===== src/rtl/spi_slave_ad5791_rx_pkg.sv =====
// Shared types and constants for the AD5791 SPI receiver.
// Word layout: bit 23 is R/W, bits 22:20 the register address, bits 19:0 the code.
package spi_ad5791_pkg;

    typedef enum logic [1:0] {
        ST_IDLE  = 2'd0,
        ST_SHIFT = 2'd1,
        ST_CHECK = 2'd2
    } rx_state_e;

    localparam logic [2:0] DAC_REG_ADDR = 3'b001;
    localparam int         RW_BIT       = 23;
    localparam int         CODE_W       = 20;

    function automatic logic is_dac_write(input logic [23:0] w);
        return !w[RW_BIT] && (w[22:20] == DAC_REG_ADDR);
    endfunction

endpackage


===== src/rtl/spi_slave_ad5791_rx_if.sv =====
// AXI-Stream bundle carrying received SPI frames.
interface spi_slave_ad5791_rx_if #(
    parameter int DATA_W = 24
);
    logic [DATA_W-1:0] tdata;
    logic              tvalid;
    logic              tready;

    modport master (output tdata, output tvalid, input tready);
    modport slave  (input tdata, input tvalid, output tready);
endinterface


===== src/rtl/spi_slave_ad5791_rx_sync.sv =====
// Multi-flop pin synchronizer that resets to the pin's idle level.
module spi_pin_sync #(
    parameter int   STAGES  = 2,
    parameter logic RST_VAL = 1'b0
) (
    input  logic clk_i,
    input  logic rst_i,
    input  logic d_i,
    output logic q_o
);
    logic [STAGES-1:0] sync_q;

    always_ff @(posedge clk_i or posedge rst_i) begin
        if (rst_i) begin
            sync_q <= {STAGES{RST_VAL}};
        end else begin
            sync_q <= {sync_q[STAGES-2:0], d_i};
        end
    end

    assign q_o = sync_q[STAGES-1];
endmodule


===== src/rtl/spi_slave_ad5791_rx.sv =====
// AD5791 SPI responder: deframes 24-bit words onto AXI-Stream and models the DAC registers.
// Define SPI_RX_CLR_EN to enable the clr_n clear path.
module spi_slave_ad5791_rx
    import spi_ad5791_pkg::*;
#(
    parameter int          DATA_W      = 24,
    parameter int          SYNC_STAGES = 2,
    parameter logic [19:0] CLR_CODE    = 20'h80000
) (
    input  logic                 aclk,
    input  logic                 areset,
    input  logic                 sclk,
    input  logic                 sdin,
    input  logic                 sync_n,
    input  logic                 ldac_n,
    input  logic                 clr_n,
    spi_slave_ad5791_rx_if.master m_axis,
    output logic [CODE_W-1:0]    dac_code,
    output logic                 dac_update,
    output logic                 frame_err,
    output logic                 overflow
);
    localparam int CNT_W = $clog2(DATA_W + 2);
    localparam logic [CNT_W-1:0] CNT_FULL = CNT_W'(DATA_W);
    localparam logic [CNT_W-1:0] CNT_MAX  = CNT_W'(DATA_W + 1);

    logic sclk_s, sdin_s, sync_s, ldac_s;
    logic sclk_prev_q, sync_prev_q, ldac_prev_q;

    spi_pin_sync #(.STAGES(SYNC_STAGES), .RST_VAL(1'b1)) u_sync_sclk (
        .clk_i(aclk), .rst_i(areset), .d_i(sclk), .q_o(sclk_s)
    );
    spi_pin_sync #(.STAGES(SYNC_STAGES), .RST_VAL(1'b0)) u_sync_sdin (
        .clk_i(aclk), .rst_i(areset), .d_i(sdin), .q_o(sdin_s)
    );
    spi_pin_sync #(.STAGES(SYNC_STAGES), .RST_VAL(1'b1)) u_sync_sync (
        .clk_i(aclk), .rst_i(areset), .d_i(sync_n), .q_o(sync_s)
    );
    spi_pin_sync #(.STAGES(SYNC_STAGES), .RST_VAL(1'b1)) u_sync_ldac (
        .clk_i(aclk), .rst_i(areset), .d_i(ldac_n), .q_o(ldac_s)
    );

    logic clr_act, clr_entry;
`ifdef SPI_RX_CLR_EN
    logic clr_s, clr_prev_q;

    spi_pin_sync #(.STAGES(SYNC_STAGES), .RST_VAL(1'b1)) u_sync_clr (
        .clk_i(aclk), .rst_i(areset), .d_i(clr_n), .q_o(clr_s)
    );

    always_ff @(posedge aclk or posedge areset) begin
        if (areset) clr_prev_q <= 1'b1;
        else        clr_prev_q <= clr_s;
    end

    assign clr_act   = ~clr_s;
    assign clr_entry = clr_prev_q & ~clr_s;
`else
    logic unused_clr;
    assign unused_clr = clr_n;
    assign clr_act    = 1'b0;
    assign clr_entry  = 1'b0;
`endif

    logic sclk_fall, sync_fall, sync_rise, ldac_fall;
    assign sclk_fall = sclk_prev_q & ~sclk_s;
    assign sync_fall = sync_prev_q & ~sync_s;
    assign sync_rise = ~sync_prev_q & sync_s;
    assign ldac_fall = ldac_prev_q & ~ldac_s;

    rx_state_e         state_q;
    logic [CNT_W-1:0]  bit_cnt_q;
    logic [DATA_W-1:0] shift_q;

    always_ff @(posedge aclk or posedge areset) begin
        if (areset) begin
            state_q     <= ST_IDLE;
            bit_cnt_q   <= '0;
            shift_q     <= '0;
            sclk_prev_q <= 1'b1;
            sync_prev_q <= 1'b1;
            ldac_prev_q <= 1'b1;
        end else begin
            sclk_prev_q <= sclk_s;
            sync_prev_q <= sync_s;
            ldac_prev_q <= ldac_s;
            unique case (state_q)
                ST_IDLE: begin
                    if (sync_fall) begin
                        bit_cnt_q <= '0;
                        shift_q   <= '0;
                        state_q   <= ST_SHIFT;
                    end
                end
                ST_SHIFT: begin
                    if (sync_rise) begin
                        state_q <= ST_CHECK;
                    end else if (sclk_fall) begin
                        shift_q <= {shift_q[DATA_W-2:0], sdin_s};
                        if (bit_cnt_q != CNT_MAX) bit_cnt_q <= bit_cnt_q + 1'b1;
                    end
                end
                ST_CHECK: state_q <= ST_IDLE;
                default:  state_q <= ST_IDLE;
            endcase
        end
    end

    logic frame_good, frame_bad, dac_wr;
    assign frame_good = (state_q == ST_CHECK) && (bit_cnt_q == CNT_FULL);
    assign frame_bad  = (state_q == ST_CHECK) && (bit_cnt_q != CNT_FULL);
    assign dac_wr     = is_dac_write(shift_q[23:0]);

    logic [DATA_W-1:0] tdata_q;
    logic              tvalid_q, overflow_q, frame_err_q;
    logic [CODE_W-1:0] input_reg_q, dac_code_q;
    logic              dac_update_q;

    always_ff @(posedge aclk or posedge areset) begin
        if (areset) begin
            tdata_q      <= '0;
            tvalid_q     <= 1'b0;
            overflow_q   <= 1'b0;
            frame_err_q  <= 1'b0;
            input_reg_q  <= '0;
            dac_code_q   <= '0;
            dac_update_q <= 1'b0;
        end else begin
            frame_err_q <= frame_bad;
            // A full holding register keeps the old word; the new one is lost.
            if (frame_good) begin
                if (!tvalid_q || m_axis.tready) begin
                    tdata_q  <= shift_q;
                    tvalid_q <= 1'b1;
                end else begin
                    overflow_q <= 1'b1;
                end
            end else if (tvalid_q && m_axis.tready) begin
                tvalid_q <= 1'b0;
            end
            if (frame_good && dac_wr) input_reg_q <= shift_q[CODE_W-1:0];
            dac_update_q <= 1'b0;
            if (clr_act) begin
                dac_code_q   <= CLR_CODE;
                dac_update_q <= clr_entry;
            end else if (ldac_fall) begin
                dac_code_q   <= input_reg_q;
                dac_update_q <= 1'b1;
            end
        end
    end

    assign m_axis.tdata  = tdata_q;
    assign m_axis.tvalid = tvalid_q;
    assign dac_code      = dac_code_q;
    assign dac_update    = dac_update_q;
    assign frame_err     = frame_err_q;
    assign overflow      = overflow_q;
endmodule


===== src/flat_wrapper.sv =====
// flat-port wrapper written by rule: the top's interface ports become plain ports
module spi_slave_ad5791_rx_flat import spi_ad5791_pkg::*;
#(
    parameter int          DATA_W      = 24,
    parameter int          SYNC_STAGES = 2,
    parameter logic [19:0] CLR_CODE    = 20'h80000
)
  (aclk, areset, sclk, sdin, sync_n, ldac_n, clr_n, dac_code, dac_update, frame_err, overflow, m_axis_tdata, m_axis_tvalid, m_axis_tready);
  spi_slave_ad5791_rx_if #(.DATA_W(DATA_W)) m_axis_i ();
  input  logic aclk;
  input  logic areset;
  input  logic sclk;
  input  logic sdin;
  input  logic sync_n;
  input  logic ldac_n;
  input  logic clr_n;
  output logic [CODE_W-1:0] dac_code;
  output logic dac_update;
  output logic frame_err;
  output logic overflow;
  output wire logic [$bits(m_axis_i.tdata)-1:0] m_axis_tdata;
  output wire logic [$bits(m_axis_i.tvalid)-1:0] m_axis_tvalid;
  input wire logic [$bits(m_axis_i.tready)-1:0] m_axis_tready;
  assign m_axis_tdata = m_axis_i.tdata;
  assign m_axis_tvalid = m_axis_i.tvalid;
  assign m_axis_i.tready = m_axis_tready;
  spi_slave_ad5791_rx #(.DATA_W(DATA_W), .SYNC_STAGES(SYNC_STAGES), .CLR_CODE(CLR_CODE)) u_core (.aclk(aclk), .areset(areset), .sclk(sclk), .sdin(sdin), .sync_n(sync_n), .ldac_n(ldac_n), .clr_n(clr_n), .m_axis(m_axis_i), .dac_code(dac_code), .dac_update(dac_update), .frame_err(frame_err), .overflow(overflow));
endmodule

===== config.mk =====
export PLATFORM = sky130hd
export DESIGN_NAME = spi_slave_ad5791_rx_flat
export DESIGN_NICKNAME = d
export VERILOG_FILES = /design/src/rtl/spi_slave_ad5791_rx_pkg.sv /design/src/rtl/spi_slave_ad5791_rx_if.sv /design/src/rtl/spi_slave_ad5791_rx_sync.sv /design/src/rtl/spi_slave_ad5791_rx.sv /design/src/flat_wrapper.sv
export SDC_FILE = /design/constraint.sdc
export NUM_CORES = 1
export LEC_CHECK = 0
export BUFFER_PORTS_ARGS = -buffer_cell sky130_fd_sc_hd__buf_4
export CELL_PAD_IN_SITES_DETAIL_PLACEMENT = 1
export CELL_PAD_IN_SITES_GLOBAL_PLACEMENT = 2
export CORE_MARGIN = 3
export CORE_UTILIZATION = 43
export CTS_CLUSTER_DIAMETER = 150
export DETAILED_ROUTE_END_ITERATION = 16
export GPL_TIMING_DRIVEN = 1
export PLACE_DENSITY_LB_ADDON = 0.1
export RECOVER_POWER = 50
export SETUP_SLACK_MARGIN = 0.5
export SLEW_MARGIN = 5
export SYNTH_ARGS = -nofsm -noshare
export SYNTH_HDL_FRONTEND = slang
export SYNTH_SLANG_ARGS = --single-unit
export TNS_END_PERCENT = 5

===== constraint.sdc =====
create_clock -name aclk -period 4.5 [get_ports aclk]
set_clock_uncertainty 0.2 [all_clocks]
set_input_delay 0 -clock aclk [delete_from_list [all_inputs] [get_ports aclk]]
set_output_delay 0 -clock aclk [all_outputs]
set_load 0.02 [all_outputs]

### After elaboration in Yosys (flattened, before gate mapping)

Cells that the tools add are included.

| operators by class | value |
|---|---|
| bitwise logic cells | 9 |
| mux-type cells | 16 |
| equality and inequality tests | 12 |
| $add $sub $neg | 1 |
| reductions and logical operators | 17 |

Operator list:

| kind | count |
|---|---|
| $mux W24 | 3 |
| $pmux W24 S2 | 1 |
| $mux W5 | 4 |
| $ne A5 B5 Y1 const B | 2 |
| $pmux W5 S2 | 1 |
| $ne A2 B1 Y1 const B | 4 |
| $reduce_and A2 Y1 | 4 |
| $add A5 B1 Y5 const B | 1 |
| $eq A5 B5 Y1 const B | 1 |
| $logic_and A1 B1 Y1 | 5 |
| $not A1 Y1 | 5 |
| $reduce_and A5 Y1 | 1 |
| $and A1 B1 Y1 | 4 |
| $mux W1 | 4 |
| $mux W2 | 2 |
| $ne A2 B2 Y1 const B | 2 |
| $pmux W2 S2 | 1 |
| $reduce_and A4 Y1 | 1 |
| $reduce_bool A2 Y1 | 2 |
| $eq A3 B1 Y1 const B | 1 |
| $eq A2 B1 Y1 const B | 1 |
| $eq A2 B2 Y1 const B | 1 |
| $logic_not A1 Y1 | 2 |
| $logic_not A2 Y1 | 1 |
| $logic_or A1 B1 Y1 | 1 |

| word-level totals | value |
|---|---|
| register bits | 110 |
| input bits | 8 |
| output and inout port bits | 48 |
| word-level logic and storage cells | 72 |

### Depth between registers and ports, before layout

Gate-level depths: netlist of run 1.

| logic depth | value |
|---|---|
| depth in word-level cells | 5 |
| gate-level depth with buffers | 8 |
| gate-level depth less buffers | 6 |

### Hierarchy

Synthesis of run 1 repeated with hierarchy kept, for this count alone.

| unflattened totals | value |
|---|---|
| cells, all modules | 261 |
| area total of the unflattened synthesis | 4197.8 um^2 |

Modules (own cells, without submodules):

| module | seq. area each (um^2) | times used | area each (um^2) | cells an instance |
|---|---|---|---|---|
| spi_slave_ad5791_rx | 2556.2 | 1 | 3975.1 | 249 |
| spi_pin_sync at u_core.u_sync_ldac ... | 52.6 | 3 | 56.3 | 3 |
| spi_pin_sync at u_core.u_sync_sdin | 50.0 | 1 | 53.8 | 3 |

### Least setup slack after synthesis of run 1

OpenSTA, ideal clock, no wires.

| timing | value |
|---|---|
| path kind | flip-flop to flip-flop |
| start | register u_core.bit_cnt_q[0] |
| end | register u_core.tdata_q[0], in the netlist u_core.m_axis.tdata[0] |
| setup slack | 2.454 ns |
| cell stages (with the launch flop) | 9 |
| data required time | 4.175 ns |
| setup time | 0.125 ns |
| clock period less this slack | 2.046 ns |
| data arrival time | 1.721 ns |
| path buffers | 2 |
| cell sequence | dfrtp_1 > inv_1 > ha_1 > and4b_1 > nor3b_4 > nor2b_4 > buf_6 > buf_12 > mux2_4 |

| between the ends | value |
|---|---|
| word-level cells in the longest chain between the ends | 3 |

RTL lines:

| element | RTL line | text |
|---|---|---|
| start: declaration | spi_slave_ad5791_rx.sv:72 | `logic [CNT_W-1:0] bit_cnt_q;` |
| start signal: assignment | spi_slave_ad5791_rx.sv:100 | `if (bit_cnt_q != CNT_MAX) bit_cnt_q <= bit_cnt_q + 1'b1;` |
| $eq A5 B5 Y1 | spi_slave_ad5791_rx.sv:110 | `assign frame_good = (state_q == ST_CHECK) && (bit_cnt_q == CNT_FULL);` |
| $logic_and A1 B1 Y1 | spi_slave_ad5791_rx.sv:110 |  |
| $reduce_and A2 Y1 (no source line) | -- |  |
| end signal: assignment | spi_slave_ad5791_rx.sv:133 | `tdata_q <= shift_q;` |
| end: declaration | spi_slave_ad5791_rx.sv:114 | `logic [DATA_W-1:0] tdata_q;` |

No other way between the ends.
A chain may end at the register's enable or synchronous reset.

==> summary.txt, run 1 <==
Detailed routing
  – Violation count after the first detailed-route iteration: 82
  – Mean routed wirelength per cell: 15.6 um
  – Vias/cell: 4.97
  – DRT Pass-1 Iters: 4
  – Vias: 2522
  – Total Wirelength: 7920 um
  – DR DRC count: 0
  – Post-route ant nets: 0

Floorplanning
  – Cell Rows: 36
  – Die area: 11300 um^2
  – Die Wd: 106 um
  – Core ar.: 9770 um^2
  – Top Ports: 56
  – Starting Density: 0.444
  – Die H: 106 um

Power
  – Total Power: 1.86 mW
  – Pleak: 2.35 nW
  – Pwr per Cell Area: 376 nW/um^2
  – Peak VDD IR: 0.206 mV

Placement
  – DP Cell Count: 485
  – Port bufs: 54
  – Placed Area: 4830 um^2
  – HPWL Detailed: 5120 um
  – Placer Congestion: 0.732

Timing
  – Worst Tran Pin Value: 2.77 ns
  – Peak Freq: 333 MHz
  – RSZ-0062 raised after global routing: false
  – Final period util: 0.667
  – Final setup TNS: 0 ns
  – Max_slew headroom: -0.846
  – Tmin final: 3.00 ns
  – Final setup fails: 0
  – Fin. Hold Viols: 0
  – Pins Over Slew Limit: 77

Cells and area
  – Most common cell after layout, fill and taps aside: dfrtp_1
  – Number of antenna diodes: 0
  – Commonest non-fill, non-tap cells in the layout: dfrtp_1, nand2_1, clkbuf_1
  – Fin area: 4940 um^2
  – Layout Cells excl Fill: 507
  – Area Growth Syn to Fin: 13.8%
  – Share of cells above drive strength 1: 0.278
  – Final Net Count: 380

Worst setup path
  – R2R Setup Slk: 1.75 ns
  – Nature of the critical path endpoint: async pin
  – Kind of critical path: input port to async pin
  – Worst r2r dst: u_core.m_axis.tdata[23]
  – Startpoint type of the worst setup path: input port
  – FF-to-FF Start: u_core.bit_cnt_q[0]
  – WP data required: 4.79 ns
  – Crit path max fanout: 76
  – Crit path DAT: 3.29 ns
  – Reg2reg path depth: 6

Logic synthesis
  – Yosys top cell by area: dfrtp_1
  – Post-synth EDFFs: 0
  – Top cell type's share of synthesized area: 0.582
  – Synth Flop Type: dfrtp_1
  – Cell Area, Synth: 4340 um^2
  – Synth Instances: 312
  – Seq cells post-synth: 110
  – Largest cells by area after synthesis: dfrtp_1, mux2_2, mux2_4
  – Post-synthesis sequential area ratio: 0.637
  – Cell variety after synth: 36
  – Asr flop ratio synth: 1.00
  – Net Count, Synth: 323
  – Synth Area per Inst: 13.9 um^2
  – Synth warnings: 0

Min path
  – WHS Path Cells: 2
  – HP Start: sync_n
  – Hold Path Class: input port to flip-flop
  – Hold endpoint: u_core.u_sync_sync.sync_q[0]

GRT
  – Largest net degree at the start of global routing: 77
  – Initial antenna violation count: 0
  – Global-route wire length before repair: 13700 um
  – Overflow after GRT: 0
  – Vias in the first global route: 2720
  – Overall routing resource usage: 0.151

Clock network
  – CTS root buffer: clkbuf_8
  – # clock sinks: 110
  – CTS tree: built
  – Post CTS Setup Buffer Count: 0
  – Insertion delay to the later sink of the worst-skew pair: 0.36 ns
  – Post-cts hold buffer count: 6
  – Max Root-Sink Buffers: 2
  – Post-cts resize count: 0
  – Worst-path clk slew: 0.10 ns
  – H-Tree Depth: 3
  – Num CTS Buffers: 9

Status
  – Failing checks: capacitance limit, slew limit
  – Status: finished with violations

Run
  – Max-Cap Viols: 1
[worst max-delay path, stage by stage]
cell and delay [ns]:
dlygate4sd3_1 0.53, clkbuf_4 0.13, inv_1 1.93, buf_4 0.67
[per-stage QoR]
step | worst slack, ns | hold slack (ns) | util
5_1_grt | 0.885 | 0.0677 | 0.506
4_1_cts | 1.67 | 0.0630 | 0.524
2_1_floorplan | 1.41 | -0.196 | -
3_5_place_dp | 1.67 | -0.0897 | 0.494
3_3_place_gp | 1.72 | -0.0916 | 0.494
6_report | 1.50 | 0.0974 | 0.506
[state kept, by name, indices dropped and copies added (netlist names), 2 cells and up]
name	flops
u_core.m_axis.tdata	24
u_core.shift_q	24
u_core.dac_code	20
u_core.input_reg_q	20
u_core.bit_cnt_q	5
u_core.state_q	2
u_core.u_sync_ldac.sync_q	2
u_core.u_sync_sclk.sync_q	2
u_core.u_sync_sdin.sync_q	2
u_core.u_sync_sync.sync_q	2
[area by class of cell]
type                    instances  area [um^2]
clock buffers                  11          151
clock inverters                 5         86.3
fillers                      1023         4830
inverters                       6         22.5
multi-input cells             180         1450
flip-flops and latches        110         2760
well taps                     133          166
repair buffers                 62          300
[worst max path at each step]
stage	startpoint	end	slack, ns
2_1_floorplan	areset	u_core.bit_cnt_q[0]	1.41
3_3_place_gp	u_core.bit_cnt_q[0]	u_core.m_axis.tdata[23]	1.72
3_5_place_dp	u_core.bit_cnt_q[0]	u_core.m_axis.tdata[22]	1.67
4_1_cts	u_core.bit_cnt_q[0]	u_core.m_axis.tdata[22]	1.67
5_1_grt	areset	u_core.m_axis.tdata[0]	0.88
6_report	areset	u_core.shift_q[0]	1.50
[routing by layer]
layer / part of all wire / vias up / track usage
met5: 0 / - / 0
met4: 0.0093 / 0 / 0.0384
met3: 0.035 / 6 / 0.0413
met2: 0.48 / 40 / 0.243
met1: 0.47 / 1293 / 0.205
li1: - / 1183 / -
[Yosys cell counts (2+ instances only)]
cell and number:
a21o_2 2, a21oi_1 2, nand2_1 51, nand2b_1 3, mux2_4 20, nor2b_1 2
buf_12 2, buf_2 3, o21ai_1 2, dfrtp_1 101, nor3_1 3, nand3_1 4
o21ai_0 24, ha_1 3, nor2_1 2, dfstp_2 9, mux2_2 45, clkbuf_1 8
buf_6 2, o41ai_1 2, inv_1 6, and4b_1 2
[cell families after synthesis]
family | count (synthesis) | share of synthesized area
AO/OA/AOI/OAI | 36 | 0.0493
buffers and inverters | 22 | 0.0317
adder cells (fa/ha/maj) | 3 | 0.00865
multiplexers | 66 | 0.188
flip-flops | 110 | 0.637
AND/OR/NAND/NOR | 75 | 0.0853
[where the power goes]
group | internal, mW | switching, mW | leakage [nW] | total, mW
clock | 0.351 | 0.334 | 0.121 | 0.685
sequential | 1.02 | 0.0326 | 1.49 | 1.05
combinational | 0.0430 | 0.0776 | 0.732 | 0.121
total | 1.41 | 0.444 | 2.35 | 1.86
No activity file was read; power rests on OpenSTA's default activity.
==> inputs of run 2 (changes only) <==
Settings changed: CORE_UTILIZATION 43 to 40.
Clock period 4.5 ns to 3.1 ns, I/O delays scaled along.
==> run 2 against run 1 <==
  * The run still ends with capacitance limit, slew limit left
  * Clock power rose by 35%
  * Die area rose by 7.1%
  * Routed wire length rose by 0.32%
  * Non-clock buffer count rose by 5
  * Combinational power rose by 52%
  * Largest cell class unchanged
  * First-iteration DRC count fell by 7.3%
  * Count of clock-buffer cells in the layout did not move
  * Global-route usage fell by 0.90 points
  * Final cell count rose by 1.6%
  * Flip-flop and latch count did not move
  * Core utilization fell by 2.8 points
==> summary.txt, run 2 (synthesis gave the netlist of run 1 again) <==
Min path
  – HP Start: sync_n
  – Hold endpoint: u_core.u_sync_sync.sync_q[0]
  – Hold Path Class: input port to flip-flop
  – WHS Path Cells: 2 (unchanged)

Detailed routing
  – Post-route ant nets: 0 (unchanged)
  – Mean routed wirelength per cell: 15.4 um (-1.2%)
  – Vias: 2539 (+0.67%)
  – Violation count after the first detailed-route iteration: 76 (-7.3%)
  – DRT Pass-1 Iters: 4 (unchanged)
  – Vias/cell: 4.93 (-0.89%)
  – Total Wirelength: 7940 um (+0.32%)
  – DR DRC count: 0 (unchanged)

Floorplanning
  – Die Wd: 110 um (+3.5%)
  – Core ar.: 10400 um^2 (+6.6%)
  – Cell Rows: 37 (+2.8%)
  – Top Ports: 56 (unchanged)
  – Starting Density: 0.417 (-0.0274)
  – Die H: 110 um (+3.5%)
  – Die area: 12100 um^2 (+7.1%)

Cells and area
  – Share of cells above drive strength 1: 0.282 (+0.00425)
  – Commonest non-fill, non-tap cells in the layout: dfrtp_1, nand2_1, clkbuf_1
  – Area Growth Syn to Fin: 14.5%
  – Fillers: 1091 (+6.6%)
  – Final Net Count: 385 (+1.3%)
  – Most common cell after layout, fill and taps aside: dfrtp_1
  – Fin area: 4970 um^2 (+0.58%)
  – Number of antenna diodes: 0 (unchanged)

Run
  – Max-Cap Viols: 1 (unchanged)

Clock network
  – # clock sinks: 110 (unchanged)
  – Insertion delay to the later sink of the worst-skew pair: 0.35 ns (about the same)
  – Num CTS Buffers: 9 (unchanged)
  – Post-cts resize count: 0 (unchanged)
  – H-Tree Depth: 3 (unchanged)
  – Max Root-Sink Buffers: 2 (unchanged)
  – CTS root buffer: clkbuf_8
  – Post CTS Setup Buffer Count: 0 (unchanged)
  – CTS tree: built
  – Worst-path clk slew: 0.09 ns (about the same)

Power
  – Sequential share of power: 0.580 (+0.014)
  – Combinational power share: 0.070 (+0.005)
  – Internal Pwr Total: 2.01 mW (+42%)
  – Pwr per Cell Area: 529 nW/um^2 (+41%)
  – Clock share of power: 0.350 (-0.019)
  – Net switching power: 624 uW (+40%)
  – Sw Share: 0.237 (-0.00218)
  – Peak VDD IR: 0.248 mV (+20%)
  – Pleak: 2.34 nW (about the same)

Placement
  – HPWL Detailed: 5320 um (+3.9%)
  – Pre-CTS setup slack: 0.690 ns (-0.984 ns)
  – Placer Congestion: 0.778 (+6.2%)
  – Port bufs: 54 (unchanged)
  – Placed Area: 4880 um^2 (+1.1%)

Worst setup path
  – Startpoint type of the worst setup path: flip-flop
  – Reg2reg path depth: 7 (+1)
  – R2R Setup Slk: 0.72 ns (-1.03 ns)
  – Nature of the critical path endpoint: flip-flop
  – FF-to-FF Start: u_core.bit_cnt_q[1]
  – Crit path DAT: 2.42 ns (-0.87 ns)
  – Worst r2r dst: u_core.m_axis.tdata[22]
  – Crit path max fanout: 24 (-68%)
  – Kind of critical path: flip-flop to flip-flop
  – WP data required: 3.14 ns (-1.65 ns)

Timing
  – Final setup TNS: 0 ns (unchanged)
  – Final period util: 0.767
  – WHS: 0.102 ns (+0.00442 ns)
  – Fin. Hold Viols: 0 (unchanged)
  – Final setup fails: 0 (unchanged)
  – Peak Freq: 421 MHz
  – Worst Tran Pin Value: 1.95 ns (-0.816 ns)
  – Pins Over Slew Limit: 43 (-44%)
  – RSZ-0062 raised after global routing: false
  – Worst setup margin: 0.722 ns (-0.775 ns)
  – Max_slew headroom: -0.307 (+0.539)
  – Tmin final: 2.38 ns

GRT
  – Vias in the first global route: 2626 (-3.5%)
  – Global-route wire length before repair: 13300 um (-2.4%)
  – Initial antenna violation count: 0 (unchanged)
  – Largest net degree at the start of global routing: 49 (-36%)
  – Overall routing resource usage: 0.142 (-0.00901)
  – Overflow after GRT: 0 (unchanged)

Status
  – Failing checks: capacitance limit, slew limit
  – Status: finished with violations
run 2: changes by cell type in the layout (fill, tap and decap cells not counted):
cell | before | now
buf_4 | 3 | 6
clkbuf_8 | 11 | 9
buf_12 | 0 | 1
clkinvlp_2 | 0 | 1
inv_6 | 3 | 1
clkbuf_1 | 48 | 51
inv_1 | 6 | 5
clkinvlp_4 | 0 | 2
run 2: layout make-up:
cell class / count / area, um^2 / share of cell area
Multi-Input combinational cell: 180 / 1450 / 0.292
Tap cell: 136 / 170 / 0.0342
Inverter: 6 / 23.8 / 0.00478
Timing Repair Buffer: 67 / 347 / 0.0697
Clock buffer: 11 / 131 / 0.0264
Sequential cell: 110 / 2760 / 0.556
Clock inverter: 5 / 83.8 / 0.0169
run 2: worst max-delay path, stage by stage (launching register included):
cell	delay, ns
dfrtp_1	0.41
inv_1	0.11
ha_1	0.14
and4b_1	0.21
nor3b_4	0.25
nor2b_4	0.17
buf_4	0.40
mux2_2	0.38
run 2: worst max path at each step:
stage | slack (ns) | to | startpoint | depth (start not counted)
detailed placement | 0.69 | u_core.m_axis.tdata[21] | u_core.bit_cnt_q[1] | 7
global route | 0.55 | u_core.m_axis.tdata[22] | u_core.bit_cnt_q[1] | 7
global placement | 0.74 | u_core.m_axis.tdata[22] | u_core.bit_cnt_q[0] | 7
floorplan | 1.05 | u_core.m_axis.tdata[0] | u_core.bit_cnt_q[0] | 8
CTS | 0.67 | u_core.m_axis.tdata[22] | u_core.bit_cnt_q[1] | 7
finish | 0.72 | u_core.m_axis.tdata[22] | u_core.bit_cnt_q[1] | 7
run 2: stage by stage:
step | util | power (mW) | cells
final | 0.477 | 2.63 | 515
after global routing | 0.477 | 2.78 | 515
after CTS | 0.495 | 2.69 | 515
after detailed placement | 0.469 | 1.74 | 493
after global placement | 0.469 | 1.74 | 493
after floorplan | - | 1.68 | 312
run 2: timing repair:
action	4_1_cts	5_1_grt
endpoints found under the hold margin	39	0
endpoints found under the setup margin	0	0
hold buffers	6	0
run 2: layer usage:
layer | vias to the layer above | part of all wire | track usage
met5 | - | 0 | 0
met4 | 0 | 0.011 | 0.0528
met3 | 7 | 0.036 | 0.0250
met2 | 35 | 0.49 | 0.231
met1 | 1308 | 0.46 | 0.192
li1 | 1189 | - | -
run 2: power groups by stage:
stage | clock [mW] | sequential, mW | combinational, mW
after global routing | 1.02 | 1.54 | 0.218
after global placement | 0 | 1.55 | 0.182
after floorplan | 0 | 1.54 | 0.140
after detailed placement | 0 | 1.56 | 0.187
final | 0.922 | 1.53 | 0.184
after CTS | 0.965 | 1.53 | 0.193
